$ cat config.mk
export PLATFORM = sky130hd
export DESIGN_NAME = axis_packetizer
export DESIGN_NICKNAME = d
export VERILOG_FILES = /design/src/rtl/axis_packetizer_pkg.sv /design/src/rtl/axis_packetizer_idle_timer.sv /design/src/rtl/axis_packetizer.sv
export SDC_FILE = /design/constraint.sdc
export NUM_CORES = 1
export LEC_CHECK = 0
export CAP_MARGIN = 20
export CORE_ASPECT_RATIO = 1.4
export CORE_MARGIN = 3
export CORE_UTILIZATION = 59
export DETAILED_ROUTE_END_ITERATION = 16
export HOLD_SLACK_MARGIN = 0.05
export PLACE_DENSITY = 0.88
export RECOVER_POWER = 25
export REMOVE_ABC_BUFFERS = 1
export SYNTH_ARGS = -nofsm -noshare
export SYNTH_HDL_FRONTEND = slang
export SYNTH_SLANG_ARGS = --single-unit
$ cat constraint.sdc
create_clock -name clk -period 6.9 [get_ports clk]
set_input_delay 1.725 -clock clk [delete_from_list [all_inputs] [get_ports clk]]
set_output_delay 1.725 -clock clk [all_outputs]
set_load 0.01 [all_outputs]
$ cat src/rtl/axis_packetizer_pkg.sv
// Shared types for the AXI-Stream packetizer: FSM states and flush causes.
package axis_packetizer_pkg;

  // IDLE: HOLD empty. HELD: HOLD full, tlast still open.
  // FLUSH: HOLD committed as the packet end, waiting for OUT to free up.
  typedef enum logic [1:0] {
    IDLE  = 2'd0,
    HELD  = 2'd1,
    FLUSH = 2'd2
  } pkt_state_e;

  // Why the beat in HOLD is being closed with tlast=1 (NONE = not closing).
  typedef enum logic [1:0] {
    NONE     = 2'd0,
    SRC_LAST = 2'd1,
    MAX      = 2'd2,
    TIMEOUT  = 2'd3
  } flush_cause_e;

endpackage

$ cat src/rtl/axis_packetizer_idle_timer.sv
// Idle timer: counts cycles while enabled, clears on demand, saturates at
// TIMEOUT_CYCLES and flags expiry once the limit is reached.
module idle_timer
  import axis_packetizer_pkg::*;
#(
  parameter int TIMEOUT_CYCLES = 1024
) (
  input  logic clk,
  input  logic rst_n,
  input  logic clear,
  input  logic enable,
  output logic expired
);

  localparam int CW = $clog2(TIMEOUT_CYCLES + 1);
  localparam logic [CW-1:0] LIMIT = CW'(TIMEOUT_CYCLES);

  logic [CW-1:0] idle_cnt_q, idle_cnt_d;

  // Clear wins over counting; counting stops at the limit.
  always_comb begin
    idle_cnt_d = idle_cnt_q;
    if (clear) begin
      idle_cnt_d = '0;
    end else if (enable && (idle_cnt_q != LIMIT)) begin
      idle_cnt_d = idle_cnt_q + CW'(1);
    end
  end

  // Counter register.
  always_ff @(posedge clk or negedge rst_n) begin
    if (!rst_n) idle_cnt_q <= '0;
    else        idle_cnt_q <= idle_cnt_d;
  end

  assign expired = (idle_cnt_q == LIMIT);

endmodule

$ cat src/rtl/axis_packetizer.sv
// AXI-Stream packetizer: delays the stream by one beat (HOLD) so tlast can be
// decided for the held beat, then forwards it through a registered output
// stage (OUT). tlast closes a packet on an upstream tlast hint, after
// MAX_BEATS beats, or after TIMEOUT_CYCLES idle cycles.
// Optional feature macro: AXIS_PACKETIZER_STATS_EN adds pkt_count and
// timeout_count outputs.
//
// Handshake: a beat transfers on a rising clk edge where valid and ready are
// both 1. A source holds valid and its payload stable until that edge; ready
// may change freely. OUT never changes while m_axis_tvalid=1 and
// m_axis_tready=0.
module axis_packetizer
  import axis_packetizer_pkg::*;
#(
  parameter int DATA_WIDTH     = 8,
  parameter int MAX_BEATS      = 64,
  parameter int TIMEOUT_CYCLES = 1024
) (
  input  logic                    clk,
  input  logic                    rst_n,
  input  logic [DATA_WIDTH-1:0]   s_axis_tdata,
  input  logic                    s_axis_tvalid,
  output logic                    s_axis_tready,
  input  logic                    s_axis_tlast,
  output logic [DATA_WIDTH-1:0]   m_axis_tdata,
  output logic [DATA_WIDTH/8-1:0] m_axis_tkeep,
  output logic                    m_axis_tvalid,
  input  logic                    m_axis_tready,
  output logic                    m_axis_tlast,
`ifdef AXIS_PACKETIZER_STATS_EN
  output logic [31:0]             pkt_count,
  output logic [15:0]             timeout_count,
`endif
  output pkt_state_e              dbg_state
);

  localparam int BW = $clog2(MAX_BEATS + 1);
  localparam logic [BW-1:0] MAX_CNT = BW'(MAX_BEATS);

  pkt_state_e            state_q, state_d;
  logic [DATA_WIDTH-1:0] hold_data_q, hold_data_d;
  logic                  hold_last_q, hold_last_d;
  logic [DATA_WIDTH-1:0] out_data_q, out_data_d;
  logic                  out_last_q, out_last_d;
  logic                  out_valid_q, out_valid_d;
  logic [BW-1:0]         beat_cnt_q, beat_cnt_d;
  logic                  rdy_en_q, rdy_en_d;

  logic                  out_free;
  logic                  s_fire;
  logic                  expired;
  flush_cause_e          cause;

  // Idle cycles since the last accepted beat, counted only while HOLD is open.
  idle_timer #(
    .TIMEOUT_CYCLES(TIMEOUT_CYCLES)
  ) u_idle_timer (
    .clk    (clk),
    .rst_n  (rst_n),
    .clear  (s_fire),
    .enable (state_q == HELD),
    .expired(expired)
  );

  // Handshake, flush decision and next-state / datapath update.
  always_comb begin
    out_free      = !out_valid_q || m_axis_tready;
    s_axis_tready = rdy_en_q && ((state_q == IDLE) || ((state_q == HELD) && out_free));
    s_fire        = s_axis_tvalid && s_axis_tready;

    // A new beat beats a coincident timeout, so TIMEOUT needs !s_fire.
    cause = NONE;
    if (state_q == HELD) begin
      if (hold_last_q)                 cause = SRC_LAST;
      else if (beat_cnt_q == MAX_CNT)  cause = MAX;
      else if (expired && !s_fire)     cause = TIMEOUT;
    end

    state_d     = state_q;
    hold_data_d = hold_data_q;
    hold_last_d = hold_last_q;
    beat_cnt_d  = beat_cnt_q;
    out_data_d  = out_data_q;
    out_last_d  = out_last_q;
    out_valid_d = out_valid_q && !m_axis_tready;
    rdy_en_d    = 1'b1;

    unique case (state_q)
      IDLE: begin
        if (s_fire) begin
          hold_data_d = s_axis_tdata;
          hold_last_d = s_axis_tlast;
          beat_cnt_d  = beat_cnt_q + BW'(1);
          state_d     = HELD;
        end
      end
      HELD: begin
        if (s_fire) begin
          // s_fire in HELD implies OUT is free: shift HOLD out, refill HOLD.
          out_valid_d = 1'b1;
          out_data_d  = hold_data_q;
          out_last_d  = (cause != NONE);
          hold_data_d = s_axis_tdata;
          hold_last_d = s_axis_tlast;
          beat_cnt_d  = (cause != NONE) ? BW'(1) : beat_cnt_q + BW'(1);
        end else if (cause != NONE) begin
          beat_cnt_d = '0;
          if (out_free) begin
            out_valid_d = 1'b1;
            out_data_d  = hold_data_q;
            out_last_d  = 1'b1;
            state_d     = IDLE;
          end else begin
            state_d = FLUSH;
          end
        end
      end
      FLUSH: begin
        if (out_free) begin
          out_valid_d = 1'b1;
          out_data_d  = hold_data_q;
          out_last_d  = 1'b1;
          state_d     = IDLE;
        end
      end
      default: state_d = IDLE;
    endcase
  end

  // All packetizer state; reset discards any partial packet.
  always_ff @(posedge clk or negedge rst_n) begin
    if (!rst_n) begin
      state_q     <= IDLE;
      hold_data_q <= '0;
      hold_last_q <= 1'b0;
      out_data_q  <= '0;
      out_last_q  <= 1'b0;
      out_valid_q <= 1'b0;
      beat_cnt_q  <= '0;
      rdy_en_q    <= 1'b0;
    end else begin
      state_q     <= state_d;
      hold_data_q <= hold_data_d;
      hold_last_q <= hold_last_d;
      out_data_q  <= out_data_d;
      out_last_q  <= out_last_d;
      out_valid_q <= out_valid_d;
      beat_cnt_q  <= beat_cnt_d;
      rdy_en_q    <= rdy_en_d;
    end
  end

  assign m_axis_tdata  = out_data_q;
  assign m_axis_tlast  = out_last_q;
  assign m_axis_tvalid = out_valid_q;
  assign m_axis_tkeep  = '1;
  assign dbg_state     = state_q;

`ifdef AXIS_PACKETIZER_STATS_EN
  logic [31:0] pkt_count_q;
  logic [15:0] timeout_count_q;
  logic        timeout_hit;

  // A timeout flush is decided in HELD exactly once per flushed packet.
  assign timeout_hit = (state_q == HELD) && (cause == TIMEOUT);

  // Packet counter wraps; timeout counter saturates.
  always_ff @(posedge clk or negedge rst_n) begin
    if (!rst_n) begin
      pkt_count_q     <= '0;
      timeout_count_q <= '0;
    end else begin
      if (m_axis_tvalid && m_axis_tready && m_axis_tlast) pkt_count_q <= pkt_count_q + 32'd1;
      if (timeout_hit && (timeout_count_q != 16'hFFFF)) timeout_count_q <= timeout_count_q + 16'd1;
    end
  end

  assign pkt_count     = pkt_count_q;
  assign timeout_count = timeout_count_q;
`endif

endmodule
==> impl_metrics.toml, run 1 <==
[detailed_routing]
num_vias = 1628
highest_layer = "met4"
wl_per_cell_um = 15.63
met3_length_um = 202
wl_um = 4297
viasPerCell = 5.920
drt_first_pass_iters = 5
drc = 0
drt_iter0_markers = 69
wl_met1_um = 1714
met2WireLength_um = 2328
ant_nets = 0

[floorplanning]
io_pins = 27
start_util = 0.6435
die_area_um2 = 4297
rows = 24
core_um2 = 3243
dieWidth_um = 56.27
die_y_um = 76.37

[critical_path]
crit_fanout = 7
critPathBufInv = 2
crit_required_ns = 5.18
crit_chain = "clkdlybuf4s50_1 -> nor2b_1 -> nor2b_1 -> o21a_1 -> clkdlybuf4s50_1"
rr_startpoint = "dbg_state[1]"
worstSetupPathType = "input port to primary output"
cp-end-kind = "primary output"
crit_start = "m_axis_tready"
cpPeakStageDelay_ns = 0.47
cp_data_arrival_time_ns = 3.28
crit_path_start_kind = "input port"
slowest_stage = "clkdlybuf4s50_1"
cp_top_family = "buffers and inverters"

[sta]
maxSlewViolCount = 41
rsz0062_at_grt = "false"
finalCriticalPeriod_ns = 5.006
hold_ws_ns = 0.4820
post-route-period-util = 0.7254
setup_violations = 0
hold_viol = 0
slew_headroom = -0.4051
worst_slew_pin_slew_ns = 2.108
tns_ns = 0
fin_skew_ns = 0.006617
maxClockFrequency_ghz = 0.1998

[logic_synthesis]
synthArstFlopShare = 1.000
syn-instance-count = 209
synthTopCellsByArea = "dfrtp_1 (48%), nand2_1 (6.7%), mux2_4 (5.8%)"
yosys.area.top_type = "dfrtp_1"
synth_edf_count = 0
yosysUniqueCellTypes = 45
avgSynthCellArea_um2 = 9.986
yosys_register_bits = 40
syn-cell-area_um2 = 2087
synthFlopType = "dfrtp_1"
synth_top_area_frac = 0.4796
synth-warning-count = 0
ys_seq_area_frac = 0.4796

[clock_tree]
cts_sinks = 40
clk_latency_ns = 0.30
clock_path_buffers = 2
numCtsBuffers = 5
htree_levels = 2
cts_resized = 0
root_buffer = "clkbuf_8"
cts_hold_buffers = 0
clk_pin_slew_worst_paths_ns = 0.08
post_cts_buffers = 0
cts_tree = "built"

[hold_path]
min_from = "hold_data_q[2]"
min_path_type = "register to register"

[run_status]
failed_checks = "capacitance limit, slew limit"
status = "finished with violations"

[power_and_ir_drop]
p_leak_nw = 1.184
peakVddDrop_v = 0.0002716
power_density_nw_per_um2 = 418.8

[finish]
drive_gt1_frac = 0.09746
mostFrequentLayoutCell = "dfrtp_1"
layout_common_cells = "dfrtp_1 (40), nand2_1 (37), clkdlybuf4s50_1 (24)"
final_nets = 256
multi_input_area_um2 = 1025
area_growth_pct = 18.05
diodes = 0
ff_latch_area_um2 = 1001
finalInstanceArea_um2 = 2464
fillers = 231
final_cell_count_no_fill = 275

[place]
finalWeightedCongestion = 0.8074
dp_hpwl_um = 2935
dp_cells = 267
port_buffers = 25
placed_area_um2 = 2350

[job]
max_cap_viol_count = 1

[grt]
grt_max_degree = 41
grt_pass1_vias = 1753
antenna_found_initial = 0
overflow = 0
grt_usage = 0.2218
grt_first_pass_wirelength_um = 7576
## Yosys cell counts (2+ instances only)
cell type / count
dfrtp_1: 40
nand2_1: 37
nor2_1: 19
a21oi_1: 10
and3_1: 8
ha_1: 8
mux2_4: 8
nand3_1: 8
inv_1: 6
clkbuf_1: 5
xor2_1: 5
nand2b_1: 3
o21ai_0: 3
o22ai_1: 3
or3_1: 3
a21o_1: 2
a31oi_1: 2
a41oi_1: 2
nand4_1: 2
nor2b_1: 2
nor3_1: 2
nor4_1: 2
o21a_1: 2
o21ai_1: 2
o21ai_4: 2
or3b_1: 2
or4_1: 2
xnor2_1: 2
## per-stage QoR
step | power (W) | util | worst slack, ns
2_1_floorplan | 0.0006776 | - | 2.893
3_3_place_gp | 0.0008107 | 0.7245 | 1.961
3_5_place_dp | 0.0008348 | 0.7245 | 1.935
4_1_cts | 0.001036 | 0.7600 | 1.906
5_1_grt | 0.001098 | 0.7596 | 1.810
6_report | 0.001032 | 0.7596 | 1.894
## sequential cells by signal (all words and copies together) (netlist names)
| register | flops |
|---|---|
| u_idle_timer.idle_cnt_q | 11 |
| hold_data_q | 8 |
| m_axis_tdata | 8 |
| beat_cnt_q | 7 |
| dbg_state | 2 |
| hold_last_q | 1 |
| m_axis_tlast | 1 |
| m_axis_tvalid | 1 |
| rdy_en_q | 1 |
## worst reg2reg max path, stage by stage (launching register included)
cell and delay, ns:
dfrtp_1 0.41, inv_1 0.13, ha_1 0.60, nor2_1 0.16, or3b_1 0.62, a21oi_1 0.33, o21ai_4 0.16, mux2_4 0.34
## worst paths after layout
path                                   end  slack (ns)  cells past startpoint
setup / recovery             s_axis_tready        1.89                      5
hold / removal              hold_data_q[2]        0.48                      2
setup reg to reg           m_axis_tdata[2]        4.04                      7
hold reg to reg             hold_data_q[2]        0.48                      2
max in group asynchronous         rdy_en_q        3.67                      1
min in group asynchronous    beat_cnt_q[0]        2.02                      1
## routing by layer
metal	track usage	up-vias
met3	0.05932	5
met2	0.3899	35
li1	-	778
met5	0	-
met1	0.2472	810
met4	0.09501	0
## cells by family (layout without fill, tap and decap cells)
logic type               count (synthesis)  in the layout  synth area share
XOR/XNOR                                 7              7           0.02938
flip-flops                              40             40            0.4796
other                                    1              2          0.001797
AO/OA/AOI/OAI                           33             33            0.1127
multiplexers                            10             10           0.06775
adder cells (fa/ha/maj)                  8              8           0.04796
AND/OR/NAND/NOR                         96             96            0.2296
buffers and inverters                   14             40           0.03117
## power breakdown
| group | leakage (nW) | switching, W | internal [W] | total (W) |
|---|---|---|---|---|
| registers | 0.516 | 0.0000543 | 0.000310 | 0.000364 |
| clock network | 0.0548 | 0.0000888 | 0.000109 | 0.000198 |
| logic | 0.614 | 0.000239 | 0.000231 | 0.000470 |
## area by class of cell
cell class | instances | area share
clock buffers | 5 | 0.02793
repair buffers | 26 | 0.1021
well taps | 39 | 0.01981
clock inverters | 3 | 0.01879
flip-flops and latches | 40 | 0.4063
multi-input cells | 156 | 0.4159
inverters | 6 | 0.009142
(Power assumes the default switching activity.)
==> run 2: changes to the inputs <==
--- a/config.mk
+++ b/config.mk
@@ -8,10 +8,10 @@
 export CAP_MARGIN = 20
 export CORE_ASPECT_RATIO = 1.4
 export CORE_MARGIN = 3
-export CORE_UTILIZATION = 59
+export CORE_UTILIZATION = 49
 export DETAILED_ROUTE_END_ITERATION = 16
 export HOLD_SLACK_MARGIN = 0.05
-export PLACE_DENSITY = 0.88
+export PLACE_DENSITY = 0.79
 export RECOVER_POWER = 25
 export REMOVE_ABC_BUFFERS = 1
 export SYNTH_ARGS = -nofsm -noshare
==> constraint.sdc (replaced) <==
create_clock -name clk -period 4.1 [get_ports clk]
set_input_delay 1.025 -clock clk [delete_from_list [all_inputs] [get_ports clk]]
set_output_delay 1.025 -clock clk [all_outputs]
set_load 0.01 [all_outputs]
==> run 2 against run 1 <==
Against the previous run: the run still ends with capacitance limit, slew limit left; critical path depth increased by 1; via count down 1.9%; cell area fell by 0.30%; wire length shrank 6.8%; register-to-register slack got worse by 2.6 ns; setup slack worse by 1.3 ns; final cell count is 2.2% higher; count of clock-buffer cells in the layout stayed put; utilization is 15 points lower.
==> impl_metrics.toml, run 2 (synthesized netlist as in run 1, its figures left out) <==
[run_status]
status = "finished with violations"
failed_checks = "capacitance limit, slew limit"

[finish]
drive_gt1_frac = 0.1050
finalCoreUtilization = 0.6110
final_cell_count_no_fill = 281
regMostFlops = "u_idle_timer.idle_cnt_q"
diodes = 0
ff_latch_area_um2 = 1001
final_nets = 258
finalInstanceArea_um2 = 2456
mostFrequentLayoutCell = "dfrtp_1"
largest_reg_flops = 11
fillers = 313
area_growth_pct = 17.69
multi_input_area_um2 = 1025
layout_common_cells = "dfrtp_1 (40), nand2_1 (37), clkdlybuf4s50_1 (24)"

[power_and_ir_drop]
switchingPower_w = 0.0006102
p_comb_frac = 0.472
p_leak_nw = 1.187
p_int_w = 0.001033
clockPowerShare = 0.157
seqPwrFrac = 0.371
swShare = 0.3714
power_density_nw_per_um2 = 669.0
peakVddDrop_v = 0.0004126

[place]
dp_cells = 273
placed_area_um2 = 2370
dp_hpwl_um = 2803
port_buffers = 25
finalWeightedCongestion = 0.8121
dpl_worst_slack_ns = 0.6322

[clock_tree]
cts_resized = 0
cts_sinks = 40
numCtsBuffers = 5
cts_hold_buffers = 0
clk_pin_slew_worst_paths_ns = 0.08
cts_tree = "built"
post_cts_buffers = 0
root_buffer = "clkbuf_8"
htree_levels = 2
clock_path_buffers = 2
clk_latency_ns = 0.29

[floorplanning]
rows = 27
dieWidth_um = 61.16
core_um2 = 4020
start_util = 0.5191
die_area_um2 = 5089
die_y_um = 83.22
io_pins = 27

[critical_path]
crit_chain = "clkdlybuf4s50_1 -> nor2b_1 -> buf_4 -> nor2b_1 -> o21a_1 -> clkdlybuf4s50_1"
cp-end-kind = "primary output"
worstSetupPathType = "input port to primary output"
reg2reg_slack_ns = 1.43
crit_path_start_kind = "input port"
cpPeakStageDelay_ns = 0.53
rr_worst_depth = 7
cp_data_arrival_time_ns = 2.44
crit_required_ns = 3.07
reg2reg_to = "m_axis_tdata[0]"
crit_fanout = 7
rr_startpoint = "dbg_state[0]"
slowest_stage = "clkdlybuf4s50_1"

[sta]
maxClockFrequency_ghz = 0.2888
finalCriticalPeriod_ns = 3.463
fin_skew_ns = 0.008197
setup_violations = 0
maxSlewViolCount = 41
slew_headroom = -0.4070
hold_viol = 0
tns_ns = 0
rsz0062_at_grt = "false"
post-route-period-util = 0.8447
worst_slew_pin_slew_ns = 2.110
fin_ws_ns = 0.6369

[job]
max_cap_viol_count = 1

[grt]
grt_max_degree = 41
overflow = 0
grt_first_pass_wirelength_um = 6975
antenna_found_initial = 0
grt_pass1_vias = 1573
grt_usage = 0.1753

[hold_path]
holdPathEnd = "hold_data_q[7]"
min_path_type = "register to register"
min_from = "hold_data_q[7]"
timing.hold.worst_path_depth = 2

[detailed_routing]
drc = 0
num_vias = 1597
viasPerCell = 5.683
wl_um = 4006
ant_nets = 0
drt_iter0_markers = 69
drt_first_pass_iters = 4
wl_per_cell_um = 14.26
## run 2: per-stage QoR
stage	total power (W)	hold slack, ns
2_1_floorplan	0.001140	0.4458
3_5_place_dp	0.001402	0.4651
5_1_grt	0.001774	0.5192
6_report	0.001643	0.4801
4_1_cts	0.001659	0.4850
3_3_place_gp	0.001377	0.4576
## run 2: how the worst max path moves through the flow
stage	cells after the start	endpoint	from	slack [ns]
floorplan	5	m_axis_tdata[0]	s_axis_tvalid	1.12
global placement	6	s_axis_tready	m_axis_tready	0.65
detailed placement	6	s_axis_tready	m_axis_tready	0.63
CTS	6	s_axis_tready	m_axis_tready	0.63
global route	6	s_axis_tready	m_axis_tready	0.54
finish	6	s_axis_tready	m_axis_tready	0.64
## run 2: area by class of cell
| class | instances | area share |
|---|---|---|
| multi-input combinational | 156 | 0.4172 |
| sequential | 40 | 0.4075 |
| timing repair buffer | 28 | 0.1085 |
| clock buffer | 5 | 0.02802 |
| tap | 43 | 0.02191 |
| inverter | 6 | 0.009170 |
| clock inverter | 3 | 0.007641 |
## run 2: metal layers
| layer | up-vias | global-route usage | part of all wire |
|---|---|---|---|
| met5 | - | 0 | 0 |
| met4 | 0 | 0.05325 | 0.015 |
| met3 | 5 | 0.03733 | 0.051 |
| met2 | 46 | 0.2919 | 0.51 |
| met1 | 763 | 0.2190 | 0.42 |
| li1 | 783 | - | - |
## run 2: critical path, delay by kind of cell
family                 cells  cell delay, ns
AO/OA/AOI/OAI              1            0.12
AND/OR/NAND/NOR            2            0.16
buffers and inverters      3            1.15
## run 2: power groups by stage
stage / combinational, W / clock (W) / sequential, W
global placement: 0.000765 / 0 / 0.000612
CTS: 0.000785 / 0.000264 / 0.000610
finish: 0.000776 / 0.000257 / 0.000610
floorplan: 0.000517 / 0 / 0.000624
detailed placement: 0.000785 / 0 / 0.000618
global route: 0.000868 / 0.000276 / 0.000629
==> run 3: changes to the inputs <==
==> constraint.sdc (replaced) <==
create_clock -name clk -period 2.8 [get_ports clk]
set_input_delay 0.7 -clock clk [delete_from_list [all_inputs] [get_ports clk]]
set_output_delay 0.7 -clock clk [all_outputs]
set_load 0.01 [all_outputs]
==> run 3 against run 2 <==
Against the previous run: sequential share of layout area decreased by 0.83 points; total power is 55% higher; global-route usage rose by 0.44 points; largest cell class unchanged; sequential cell count is the same; die area stayed put; via count about the same; final cell count increased by 1.1%; the flow still finishes with violations (capacitance limit, slew limit); combinational power grew 51%.
==> impl_metrics.toml, run 3 (synthesized netlist as in run 1, its figures left out) <==
[run_status]
status = "finished with violations"
failed_checks = "capacitance limit, slew limit"

[place]
dpl_worst_slack_ns = 0.03635
dp_hpwl_um = 2886
dp_cells = 276
finalWeightedCongestion = 0.7901
port_buffers = 25

[sta]
fin_skew_ns = 0.007787
finalCriticalPeriod_ns = 2.673
hold_viol = 0
fin_ws_ns = 0.1274
maxSlewViolCount = 41
setup_violations = 0
rsz0062_at_grt = "false"
worst_slew_pin_slew_ns = 2.070
hold_ws_ns = 0.4845
slew_headroom = -0.3798
maxClockFrequency_ghz = 0.3742
post-route-period-util = 0.9545

[clock_tree]
cts_resized = 0
clk_pin_slew_worst_paths_ns = 0.08
cts_hold_buffers = 0
numCtsBuffers = 5
cts_tree = "built"
cts_sinks = 40
htree_levels = 2
post_cts_buffers = 0
clock_path_buffers = 2
root_buffer = "clkbuf_8"
clk_latency_ns = 0.30

[power_and_ir_drop]
p_leak_nw = 1.212
peakVddDrop_v = 0.0006231
power_density_nw_per_um2 = 1013

[grt]
grtUsageMet1 = 0.2016
grt_max_degree = 41
grtUsageMet2 = 0.3015
grt_util_met3 = 0.05443
grt_pass1_vias = 1605
grt_usage = 0.1796
overflow = 0
antenna_found_initial = 0
busiest_layer = "met2"
grt_first_pass_wirelength_um = 6996

[floorplanning]
core_um2 = 4020
die_area_um2 = 5089
rows = 27
start_util = 0.5191
dieWidth_um = 61.16
die_y_um = 83.22
io_pins = 27

[detailed_routing]
drt_first_pass_iters = 4
num_vias = 1596
drc = 0
wl_um = 3987
drt_iter0_markers = 39
ant_nets = 0
viasPerCell = 5.620
wl_per_cell_um = 14.04

[finish]
area_growth_pct = 20.14
mostFrequentLayoutCell = "dfrtp_1"
drive_gt1_frac = 0.1162
final_cell_count_no_fill = 284
final_nets = 261
largest_reg_flops = 11
regMostFlops = "u_idle_timer.idle_cnt_q"
finalCoreUtilization = 0.6237
layout_common_cells = "dfrtp_1 (40), nand2_1 (37), clkdlybuf4s50_1 (24)"
diodes = 0

[hold_path]
min_path_type = "register to register"

[job]
max_cap_viol_count = 1

[critical_path]
crit_required_ns = 2.10
crit_chain = "clkdlybuf4s50_1 -> nor2b_1 -> nor2b_1 -> o21a_1 -> clkdlybuf4s50_1"
cp_data_arrival_time_ns = 1.97
slowest_stage = "clkdlybuf4s50_1"
worstSetupPathType = "input port to primary output"
cpPeakStageDelay_ns = 0.52
cp-end-kind = "primary output"
crit_path_start_kind = "input port"
cp_top_family = "buffers and inverters"
critPathBufInv = 2
crit_fanout = 2
==> run 3: cell types whose count changed in the layout (fill, tap and decap cells not counted), sizes merged <==
cell,before,now
buf,3,6
bufinv,0,1
clkinv,3,2
==> run 3: path summary, 6_finish.rpt <==
| kind | slack [ns] | cells after the start | end | startpoint |
|---|---|---|---|---|
| min reg2reg | 0.48 | 2 | hold_data_q[3] | hold_data_q[3] |
| max | 0.13 | 5 | s_axis_tready | m_axis_tready |
| max in group asynchronous | 0.63 | 1 | beat_cnt_q[3] | rst_n |
| min in group asynchronous | 0.99 | 1 | beat_cnt_q[6] | rst_n |
| max reg2reg | 0.43 | 7 | m_axis_tdata[3] | dbg_state[0] |
| min | 0.48 | 2 | hold_data_q[3] | hold_data_q[3] |
==> run 3: power breakdown <==
part	internal (W)	leakage, nW	switching, W	total [W]
combinational	0.000600	0.639	0.000566	0.00117
clock	0.000268	0.0583	0.000214	0.000482
sequential	0.000763	0.516	0.000129	0.000892
==> run 3: worst min-delay path, cell delays in order (launching register included) <==
cell and delay, ns:
dfrtp_1 0.35, nand2_1 0.05, nand2_1 0.06
==> run 3: cell type report <==
| class | count | area [µm²] |
|---|---|---|
| Inverter | 6 | 22.52 |
| Timing Repair Buffer | 31 | 289.0 |
| Tap cell | 43 | 53.80 |
| Fill cell | 345 | 1513 |
| Multi-Input combinational cell | 156 | 1025 |
| Sequential cell | 40 | 1001 |
| Clock buffer | 5 | 68.82 |
| Clock inverter | 3 | 47.55 |
==> run 3: metal layers <==
layer  wire (µm)  share of wire  vias up
met2        2029           0.51       25
met5           0              0        -
met4          93          0.023        0
met3         141          0.035       10
met1        1723           0.43      776
li1            -              -      785
==> run 3: stage by stage <==
stage | instance area (µm²) | power, W | setup TNS [ns]
floorplan | 2048 | 0.001670 | -1.237
global placement | 2392 | 0.002043 | 0
detailed placement | 2392 | 0.002077 | 0
CTS | 2509 | 0.002571 | 0
global route | 2507 | 0.002740 | 0
finish | 2507 | 0.002540 | 0
==> patch 1 (config.mk and constraints of run 3) <==
Change the parameter `MAX_BEATS` from 64 to 32.
--- a/src/rtl/axis_packetizer.sv
+++ b/src/rtl/axis_packetizer.sv
@@ -15,3 +15,3 @@
   parameter int DATA_WIDTH     = 8,
-  parameter int MAX_BEATS      = 64,
+  parameter int MAX_BEATS      = 32,
   parameter int TIMEOUT_CYCLES = 1024
Function: same outputs for any inputs over 10 cycles, from zero or initial values and one cycle with rst_n low; that may be too few to reach the edited logic, so the function may still have changed.
==> patch 1 against run 3 <==
The flow still finishes with violations (capacitance limit, slew limit). Die area decreased by 5.2%. Power is 8.1% lower. Setup slack improved by 260 ps. Clock skew hardly changed. Final area fell by 6.2%. Sequential cell count fell by 1. Wire length is 6.7% lower. Sequential share of layout area increased by 1.6 points. Utilization is 0.50 points higher. Area after synthesis decreased by 5.7%. First-iteration DRC count is 5.1% higher. Synthesized cell count shrank 8.1%. Critical endpoint unchanged. Largest power group unchanged. Highest routed layer unchanged.
==> patch 1: results (changes against run 3) <==
\begin{tabular}{lr}
\hline
Metric & Value \\
\hline
\multicolumn{2}{l}{\textbf{Run status}} \\
\quad Outcome & finished, violations left (unchanged) \\
\quad Violated checks & capacitance limit, slew limit (unchanged) \\
\multicolumn{2}{l}{\textbf{Detailed routing}} \\
\quad Via total after detailed routing & 1,478 (was 1,596) \\
\multicolumn{2}{l}{\textbf{Final layout}} \\
\quad Post-layout net count & 245 (was 261) \\
\quad Share of final-layout standard cells stronger than drive strength 1 & 12.00\% (was 11.62\%) \\
\quad Multi-input combinational gate total & 138 (was 156) \\
\quad Area taken by flip-flops and latches & 975.9 um\^{}2 (was 1001 um\^{}2) \\
\quad Area share of buffers outside the clock network & 11.76\% (was 11.53\%) \\
\quad CLK BUF & 7 (was 5) \\
\quad Layout fillers & 308 (was 345) \\
\multicolumn{2}{l}{\textbf{Power and ir drop}} \\
\quad Leakage component of the power & 1.101 nW (was 1.212 nW) \\
\quad Internal Pwr Total & 0.001459 W (was 0.001631 W) \\
\quad Total power after layout & 0.002334 W (was 0.002540 W) \\
\quad Peak supply drop & 747.7 uV (was 623.1 uV) \\
\multicolumn{2}{l}{\textbf{Placed design}} \\
\quad Post-detailed-placement cell area & 2270 um\^{}2 (was 2392 um\^{}2) \\
\multicolumn{2}{l}{\textbf{Logic synthesis}} \\
\quad Multiplexer fraction of the synthesized cell area & 6.167\% (was 6.775\%) \\
\quad Synthesized-area fraction occupied by xor and xnor cells & 4.005\% (was 2.938\%) \\
\quad Largest cells by area after synthesis & dfrtp\_1, nand2\_1, ha\_1, mux2\_2, a21oi\_1 (was dfrtp\_1, nand2\_1, mux2\_4, ha\_1, nor2\_1) \\
\quad Unique cell type count in the Yosys netlist & 42 (was 45) \\
\quad Most used standard cells in the synthesized netlist & dfrtp\_1, nand2\_1, nor2\_1, a21oi\_1, inv\_1 (was dfrtp\_1, nand2\_1, nor2\_1, a21oi\_1) \\
\multicolumn{2}{l}{\textbf{Flow run}} \\
\quad Max Cap Violations & 1 (unchanged) \\
\multicolumn{2}{l}{\textbf{GRT}} \\
\quad Pin count of the biggest net entering global routing & 40 (was 41) \\
\quad Number of global-route vias before repair & 1,448 (was 1,605) \\
\multicolumn{2}{l}{\textbf{Critical path}} \\
\quad RR Endpoint & m\_axis\_tdata[5] (was m\_axis\_tdata[3]) \\
\quad Max Fanout on Critical Path & 3 (was 2) \\
\quad Setup slack of the most critical reg-to-reg path & 590 ps (was 430 ps) \\
\multicolumn{2}{l}{\textbf{STA}} \\
\quad Worst hold slack after final layout & 471.8 ps (was 484.5 ps) \\
\quad Number of max-slew violations in the final report & 40 (was 41) \\
\multicolumn{2}{l}{\textbf{Min path}} \\
\quad Worst Hold Endpoint & hold\_data\_q[7] (was hold\_data\_q[3]) \\
\hline
\end{tabular}
-- patch 1: cell types whose count changed after synthesis, moves of 4 or more --
cell	change
nor2_1	-5
mux2_4	-8
mux2_2	+8
and3_1	-4
inv_1	+5
nand3_1	-4
-- patch 1: through the flow --
step                setup slack [ps]  instances
global route                   284.3        267
finish                         384.8        267
CTS                            33.04        267
detailed placement             32.84        259
global placement               57.67        259
floorplan                      582.8        188
-- patch 1: critical path, delay by kind of cell --
family	cells	cell delay [ps]
buffers and inverters	2	600
AOI/OAI and AO/OA	1	180
and+or+nand+nor	2	230
-- patch 1: routing by layer --
metal | vias up | GRT usage, % | share of wire [%]
met2 | 19 | 29.87 | 55
met1 | 723 | 18.96 | 40
met3 | 7 | 3.021 | 2.6
met5 | - | 0 | 0
li1 | 729 | - | -
met4 | 0 | 7.539 | 1.8
-- patch 1: timing repair --
item,in CTS,in global routing
endpoints found under the setup margin,0,1
resized for setup,0,1
setup buffers,0,0
==> patch 2 (flow settings as in run 3) <==
Made on the original files. Compare `beat_cnt_q` against `MAX_CNT` with >= in place of ==.
--- a/src/rtl/axis_packetizer.sv
+++ b/src/rtl/axis_packetizer.sv
@@ -74,3 +74,3 @@
       if (hold_last_q)                 cause = SRC_LAST;
-      else if (beat_cnt_q == MAX_CNT)  cause = MAX;
+      else if (beat_cnt_q >= MAX_CNT)  cause = MAX;
       else if (expired && !s_fire)     cause = TIMEOUT;
Check against the original RTL: no difference found for any inputs over 10 cycles, from zero or initial values and one cycle with rst_n low; that may be too few to reach the edited logic, so the function may still have changed.
==> patch 2 against run 3 <==
The run still ends with capacitance limit, slew limit left. Power up 0.60%. Non-clock buffer count up 1. Sequential share of layout area down 0.74 points. Setup slack better by 340 ps. Critical path type unchanged. Sequential cell count unchanged. Die area up 1.2%. Area after synthesis up 1.3%. Final area up 1.9%. Wire length up 4.8%. Critical path depth unchanged.
==> patch 2: results (changes against run 3) <==
\begin{tabular}{lr}
\hline
Metric & Value \\
\hline
\multicolumn{2}{l}{\textbf{Logic synthesis}} \\
\quad Multiplexer fraction of the synthesized cell area & 4.260\% (was 6.775\%) \\
\quad Proportion of synthesized chip area in sequential cells & 47.34\% (was 47.96\%) \\
\quad Per-instance average area after synthesis & 10.22 um\^{}2 (was 9.986 um\^{}2) \\
\quad Largest cells by area after synthesis & dfrtp\_1, nand2\_1, ha\_1, mux2\_2, nor2\_1 (was dfrtp\_1, nand2\_1, mux2\_4, ha\_1, nor2\_1) \\
\quad Most used standard cells in the synthesized netlist & dfrtp\_1, nand2\_1, nor2\_1, a21oi\_1 (unchanged) \\
\multicolumn{2}{l}{\textbf{Detailed routing}} \\
\quad Routed length per placed instance & 14.71 um (was 14.04 um) \\
\quad Via total after detailed routing & 1,637 (was 1,596) \\
\quad Wl on met1 & 1771 um (was 1723 um) \\
\quad Detail Route met3 WL & 115 um (was 141 um) \\
\multicolumn{2}{l}{\textbf{GRT}} \\
\quad Wire length of the first global-routing pass & 7003 um (was 6996 um) \\
\quad Overall Global Routing Usage & 17.54\% (was 17.96\%) \\
\quad Met1 Use GR & 19.90\% (was 20.16\%) \\
\multicolumn{2}{l}{\textbf{STA}} \\
\quad Worst slew pin tran & 2079 ps (was 2070 ps) \\
\quad Final period util & 83.46\% (was 95.45\%) \\
\quad Final setup skew & 5.788 ps (was 7.787 ps) \\
\quad Number of max-slew violations in the final report & 41 (unchanged) \\
\quad Worst hold slack after final layout & 471.7 ps (was 484.5 ps) \\
\multicolumn{2}{l}{\textbf{Min path}} \\
\quad Worst Hold Endpoint & hold\_data\_q[2] (was hold\_data\_q[3]) \\
\multicolumn{2}{l}{\textbf{Flow run}} \\
\quad Max Cap Violations & 1 (unchanged) \\
\multicolumn{2}{l}{\textbf{Critical path}} \\
\quad Launch instance of the worst register-to-register path & dbg\_state[1] (was dbg\_state[0]) \\
\quad Max incr delay on CP & 470 ps (was 520 ps) \\
\quad Setup slack of the most critical reg-to-reg path & 590 ps (was 430 ps) \\
\multicolumn{2}{l}{\textbf{Placed design}} \\
\quad Placed wire-length estimate & 2946 um (was 2886 um) \\
\quad Post-detailed-placement cell area & 2439 um\^{}2 (was 2392 um\^{}2) \\
\multicolumn{2}{l}{\textbf{Power and ir drop}} \\
\quad Leakage component of the power & 1.148 nW (was 1.212 nW) \\
\quad Peak supply drop & 540.7 uV (was 623.1 uV) \\
\multicolumn{2}{l}{\textbf{Final layout}} \\
\quad Share of final-layout standard cells stronger than drive strength 1 & 14.52\% (was 11.62\%) \\
\multicolumn{2}{l}{\textbf{Run status}} \\
\quad Outcome & finished, violations left (unchanged) \\
\quad Violated checks & capacitance limit, slew limit (unchanged) \\
\hline
\end{tabular}
patch 2: area by class of cell:
type | instances | area [um^2] | area share, %
Clock buffer | 5 | 68.82 | 2.693
Multi-Input combinational cell | 154 | 1060 | 41.48
Inverter | 7 | 26.28 | 1.028
Timing Repair Buffer | 32 | 299.0 | 11.70
Sequential cell | 40 | 1001 | 39.18
Clock inverter | 3 | 46.29 | 1.812
Tap cell | 43 | 53.80 | 2.106
patch 2: how the worst max path moves through the flow:
stage	start	to
2_1_floorplan	dbg_state[1]	m_axis_tdata[0]
3_3_place_gp	m_axis_tready	s_axis_tready
3_5_place_dp	m_axis_tready	s_axis_tready
4_1_cts	m_axis_tready	s_axis_tready
5_1_grt	rst_n	u_idle_timer.idle_cnt_q[0]
6_report	m_axis_tready	s_axis_tready
patch 2: report_power, final:
part	total, W	internal, W	switching [W]	leakage (nW)
logic	0.00119	0.000574	0.000611	0.577
registers	0.000891	0.000762	0.000129	0.516
clock network	0.000479	0.000268	0.000210	0.0548
total	0.00256	0.00160	0.000951	1.15
